===== config.mk =====
export PLATFORM = sky130hd
export DESIGN_NAME = tiny8_mem_responder
export DESIGN_NICKNAME = d
export VERILOG_FILES = /design/src/rtl/tiny8_mem_responder.sv
export SDC_FILE = /design/constraint.sdc
export NUM_CORES = 2
export LEC_CHECK = 0
export ABC_AREA = 1
export BUFFER_PORTS_ARGS = -buffer_cell sky130_fd_sc_hd__buf_2
export CAP_MARGIN = 20
export CORE_MARGIN = 8
export CORE_UTILIZATION = 43
export CTS_CLUSTER_SIZE = 12
export DETAILED_ROUTE_END_ITERATION = 10
export PLACE_DENSITY = 0.57
export SETUP_SLACK_MARGIN = 0.3
export SYNTH_ARGS = -nofsm -noshare
export SYNTH_HDL_FRONTEND = slang
export SYNTH_SLANG_ARGS = --single-unit

===== constraint.sdc =====
create_clock -name clk -period 5.2 [get_ports clk]
set_clock_uncertainty 0.05 [all_clocks]
set_input_delay 0.26 -clock clk [delete_from_list [all_inputs] [get_ports clk]]
set_output_delay 0.26 -clock clk [all_outputs]
set_load 0.05 [all_outputs]

===== src/rtl/tiny8_mem_responder.sv =====
// Memory-side responder for the tiny8 CPU handshake: a 2^ADDR_WIDTH x DATA_WIDTH
// array answering mem_read/mem_write after a fixed LATENCY with a one-cycle mem_resp.
module tiny8_mem_responder #(
  parameter int ADDR_WIDTH = 8,
  parameter int DATA_WIDTH = 8,
  parameter int LATENCY    = 2
) (
  input  logic                  clk,
  input  logic                  rst,
  input  logic                  mem_read,
  input  logic                  mem_write,
  input  logic [ADDR_WIDTH-1:0] mem_address,
  input  logic [DATA_WIDTH-1:0] mem_wdata,
  output logic [DATA_WIDTH-1:0] mem_rdata,
  output logic                  mem_resp,
  output logic                  mem_err
);

  localparam int DEPTH = 1 << ADDR_WIDTH;

  typedef enum logic [1:0] {
    IDLE = 2'd0,
    BUSY = 2'd1,
    RESP = 2'd2
  } state_t;

  state_t                  state;
  state_t                  state_next;
  logic [3:0]              cnt;
  logic [ADDR_WIDTH-1:0]   addr_q;
  logic [DATA_WIDTH-1:0]   wdata_q;
  logic                    write_q;
  logic                    accept;
  logic                    access;
  logic [DATA_WIDTH-1:0]   mem [DEPTH];

  assign accept = (state == IDLE) && (mem_read || mem_write);
  assign access = (state == BUSY) && (cnt == '0);

  always_ff @(posedge clk or posedge rst) begin
    if (rst) begin
      state <= IDLE;
    end else begin
      state <= state_next;
    end
  end

  always_comb begin
    state_next = state;
    unique case (state)
      IDLE:    if (mem_read || mem_write) state_next = BUSY;
      BUSY:    if (cnt == '0) state_next = RESP;
      RESP:    state_next = IDLE;
      default: state_next = IDLE;
    endcase
  end

  always_comb begin
    mem_resp = (state == RESP);
  end

  // Request fields are captured only at acceptance, so later input changes are ignored.
  always_ff @(posedge clk or posedge rst) begin
    if (rst) begin
      cnt       <= '0;
      addr_q    <= '0;
      wdata_q   <= '0;
      write_q   <= 1'b0;
      mem_rdata <= '0;
      mem_err   <= 1'b0;
    end else begin
      if (accept) begin
        cnt     <= 4'(LATENCY - 1);
        addr_q  <= mem_address;
        wdata_q <= mem_wdata;
        write_q <= mem_write;
        if (mem_read && mem_write) mem_err <= 1'b1;
      end else if (state == BUSY && cnt != '0) begin
        cnt <= cnt - 4'd1;
      end
      if (access && !write_q) mem_rdata <= mem[addr_q];
    end
  end

  // Storage has no reset; reset forces IDLE asynchronously, so an abandoned write never lands.
  always_ff @(posedge clk) begin
    if (access && write_q) mem[addr_q] <= wdata_q;
  end

endmodule


== Yosys cells after proc, flatten, opt, wreduce, memory -nomap -nowiden ==
Memory sizes are Yosys's and may differ from the RTL's. A register that Yosys moved wholly into a read port is not among the register bits.
Index checks and enable logic that the tools add are counted.

* Register bits: 24
* Bits in writable memories: 2,048
* Input port bits: 20
* Output and inout bits: 10
* Memories kept: 1

* Add/sub/neg operators: 1
* Eq/ne operators: 4
* Muxes and demuxes: 7
* Reductions and logical operators: 14

{| class="wikitable"
|+ Memories
! memory !! depth !! bits a word !! rd ports !! clocked after memory_dff !! write ports !! line !! source
|-
| mem || 256 || 8 || 1 || 1 || 1 || 35 || <nowiki>logic [DATA_WIDTH-1:0] mem [DEPTH];</nowiki>
|}

{| class="wikitable"
|+ Operators by type and width
! cell !! number
|-
| $mux 4 || 2
|-
| $logic_and 1x1->1 || 6
|-
| $logic_not 4->1 || 1
|-
| $mux 2 || 2
|-
| $pmux 2 s2 || 1
|-
| $reduce_and 2->1 || 2
|-
| $reduce_bool 4->1 || 1
|-
| $sub 4x1->4 const B || 1
|-
| $eq 2x1->1 const B || 1
|-
| $eq 2x2->1 const B || 1
|-
| $logic_not 2->1 || 1
|-
| $mux 1 || 2
|-
| $ne 2x1->1 const B || 1
|-
| $ne 2x2->1 const B || 1
|-
| $reduce_bool 2->1 || 1
|-
| $logic_not 1->1 || 1
|-
| $logic_or 1x1->1 || 1
|}

== Logic depth before layout (Yosys ltp) ==
* Depth in word-level cells: 5
* Gate-level depth with buffers: 19

== Least setup slack after synthesis ==
No wires, ideal clock.

* Path kind: flip-flop to flip-flop
* From: register wdata_q[0]
* To: memory mem[0][0] (data pin)
* Library setup time: 0.804 ns
* Arrival time: 3.183 ns
* Required time: 4.346 ns
* Slack: 1.163 ns
* Cell stages (with the launch flop): 1
* Path buffers: 0
* Path through: dfrtp_1

{| class="wikitable"
|+ RTL lines
! what !! line !! source
|-
| from (decl) || 31 || <nowiki>logic [DATA_WIDTH-1:0] wdata_q;</nowiki>
|-
| from (signal assigned) || 75 || <nowiki>wdata_q <= mem_wdata;</nowiki>
|-
| to (decl) || 35 ||
|}

Straight into the memory's write port.

== Final worst setup path ==
* From: register cnt[1]
* To: memory mem[30][7], enable pin

* Longest elaborated chain between the ends: 5

{| class="wikitable"
|+ Ends and longest elaborated chain
! what !! line !! source
|-
| from (decl) || 29 || <nowiki>logic [3:0] cnt;</nowiki>
|-
| from (signal assigned) || 73 || <nowiki>cnt <= 4'(LATENCY - 1);</nowiki>
|-
| from (signal assigned) || 79 || <nowiki>cnt <= cnt - 4'd1;</nowiki>
|-
| $logic_not 4->1 || 38 || <nowiki>assign access = (state == BUSY) && (cnt == '0);</nowiki>
|-
| $logic_and 1x1->1 || 38 ||
|-
| $logic_and 1x1->1 || 87 || <nowiki>if (access && write_q) mem[addr_q] <= wdata_q;</nowiki>
|-
| $mux 1 || 87 ||
|-
| $mux 1 (not written as such) || 87 ||
|}

Every way passes these cells.

==> flow_summary.toml <==
[run_status]
status = "finished clean"

[clock_network]
cts.root.buffer_cell = "clkbuf_16"
clock-sinks = 2080
cts_made_buffers = 212
cts_buffer_depth = 3
clk_pin_slew_ps = 60
clk_latency_ps = 850
cts_resized = 0
htreeDepth = 4
holdBufCountCts = 29
post_cts_buffers = 0
cts_tree = "yes"

[critical_path]
crit_path_top_delay_cell = "nand2_2"
crit_type = "flip-flop to flip-flop"
start_kind = "flip-flop"
worstPathMaxFanout = 13
cp-end-kind = "flip-flop"
required_ps = 5620
cp.arrival_ps = 4410
critical_path.top_delay_family = "simple AND/OR/NAND/NOR gates"
path_cells = "inv_1 > ha_1 > nand3_1 > nor3b_2 > nand2_1 > nor3_1 > nand2_2 > buf_4 > nor2_1"
crit_start = "cnt[1]$_DFFE_PP0P_"
worst-path-buf-inv = 2
timing.rr.start = "cnt[1]$_DFFE_PP0P_"
critPathMaxStageDelay_ps = 710

[placement]
dpl.cell_count = 9813
dpl_worst_slack_ps = 1200
hpwl_um = 133000
placed_area_mm2 = 0.0871
gp_congestion = 0.859
numPortBuffers = 29

[sta]
finalSetupTns_ps = 0
period_share = 0.767
relSlewSlack = 0.189
setup_viol = 0
worst_slack_ps = 1210
rsz0062_at_grt = "no"
min_period_ps = 3990
fmax_mhz = 251
final_max_slew_viol_count = 0
tightest_slew_ps = 1200
finalHoldViolCount = 0

[grt]
antenna_found_initial = 4
grtUsageTotal = 0.219
grt_pass1_wl_um = 348000
grt_max_degree = 148
grt_pass1_vias = 52800
grt_overflow_total = 0

[synthesis]
yosys-top-cells-count = "nand2_1, edfxtp_1, nor2_1"
yosys.cell_count.top_type = "nand2_1"
syn_nets = 7501
ys_warn_count = 0
ys_types = 30
syn_area_per_cell_um2 = 11.2
ys_seq_area_frac = 0.741
synth-seq-cells = 2080
synth_edf_count = 2048
synth_area_leaders = "edfxtp_1, nand2_1, nor2_1, buf_2, nand4_1"
synth_area_mm2 = 0.0841
synthFlopType = "edfxtp_1"
async_flop_share = 0.0154
yosysTopAreaCell = "edfxtp_1"
synthCells = 7480
yosys.area.top_type_share = 0.731

[floorplan]
coreArea_mm2 = 0.195
design.portCount = 30
dieHeight_um = 458
core.rowCount = 162
die_w_um = 458
initial_core_util = 0.432
die_area_mm2 = 0.210

[hold_path]
min_from = "mem_address[3]"
hp-class = "primary input to flip-flop"

[layout]
seq_area_mm2 = 0.0623
instances_no_fill = 10200
stdcell_area_mm2 = 0.0938
nets = 7537
drive_above_1_share = 0.0639
multiInputGateArea_mm2 = 0.0197
fill_cells = 17500
area_delta_synth_final_pct = 11.5

[routing]
drc_errors = 0
viasPerCell = 5.28
maxUsedRoutingLayer = "met5"
vias = 54000
wl_met3_um = 16300
wl_met2_um = 110000
drt-met1-wl_um = 101000
first_pass_iters = 5
drt_wl_total_um = 235000
wl_per_cell_um = 23.0
ant_nets = 0
drt_iter0_drc = 5387

[flow_run]
drv_cap = 0

[power]
power_density_mw_per_mm2 = 563
fin_total_pwr_uw = 52800
power.leakage_uw = 0.0349
vdd_ir_drop_max_uv = 609
[kinds of logic after synthesis]
| logic type | after synthesis | share of synthesized area |
|---|---|---|
| AOI/OAI and AO/OA | 290 | 0.0180 |
| DFF | 2080 | 0.741 |
| xor gates and xnor gates | 1 | 0.000104 |
| buffers and inverters | 428 | 0.0252 |
| and+or+nand+nor | 4680 | 0.216 |
| adders and majority gates | 1 | 0.000149 |
[power by group]
group	internal, µW	total [µW]	leakage (µW)	switching [µW]
combinational	3800	17000	0.0129	13200
sequential	20900	21600	0.0189	690
clock	7780	14200	0.00308	6390
[flip-flops by register name, summed over array words and instances (netlist names)]
signal	flops
mem_err	1
cnt	4
state	2
addr_q	8
write_q	1
mem_rdata	8
mem	2048
wdata_q	8
[metrics by stage]
step                      hold WS [ps]  utilization
after floorplan                    320            -
after global placement             355        0.448
after detailed placement           352        0.448
after CTS                         46.7        0.482
after global routing               131        0.482
final                              149        0.482
[layout by cell type, fill, tap and decap left out, types with 33 or more instances in the layout]
master and instances:
clkbuf_1 71, o21ai_1 97, o21ai_0 52, buf_12 33, nand2_1 3830, clkbuf_16 212, buf_4 114, a21oi_1 117
nand3_1 126, edfxtp_1 2048, nor2_1 554, clkinv_1 51, nand4_1 134
[cell type report]
cell class              instances  area share
flip-flops and latches       2080       0.665
multi-input cells            4972       0.210
clock buffers                 287      0.0600
inverters                      43     0.00207
clock inverters                89     0.00786
well taps                    2542      0.0339
repair buffers                207      0.0211
diodes                          2   0.0000534
[path summary, 6_finish.rpt]
kind,end,slack [ps],cells past startpoint
min in group asynchronous,wdata_q[7]$_DFFE_PP0P_,590,5
max reg2reg,mem[30][7]$_DFFE_PP_,1210,9
max,mem[30][7]$_DFFE_PP_,1210,9
min reg2reg,cnt[3]$_DFFE_PP0P_,410,1
max in group asynchronous,addr_q[0]$_DFFE_PP0P_,4030,5
min,addr_q[3]$_DFFE_PP0P_,150,4
[routing by layer]
layer | up-vias | global-route usage
li1 | 25200 | -
met1 | 26600 | 0.304
met2 | 1846 | 0.354
met3 | 374 | 0.0342
met4 | 2 | 0.0743
met5 | - | 0
[worst reg2reg max path, cell delays in order, from the launching register on]
cell and delay (ps):
dfrtp_1 380, inv_1 80, ha_1 180, nand3_1 120
nor3b_2 350, nand2_1 210, nor3_1 530, nand2_2 710
buf_4 440, nor2_1 570
Note: power is estimated with default switching activity, not from simulation.
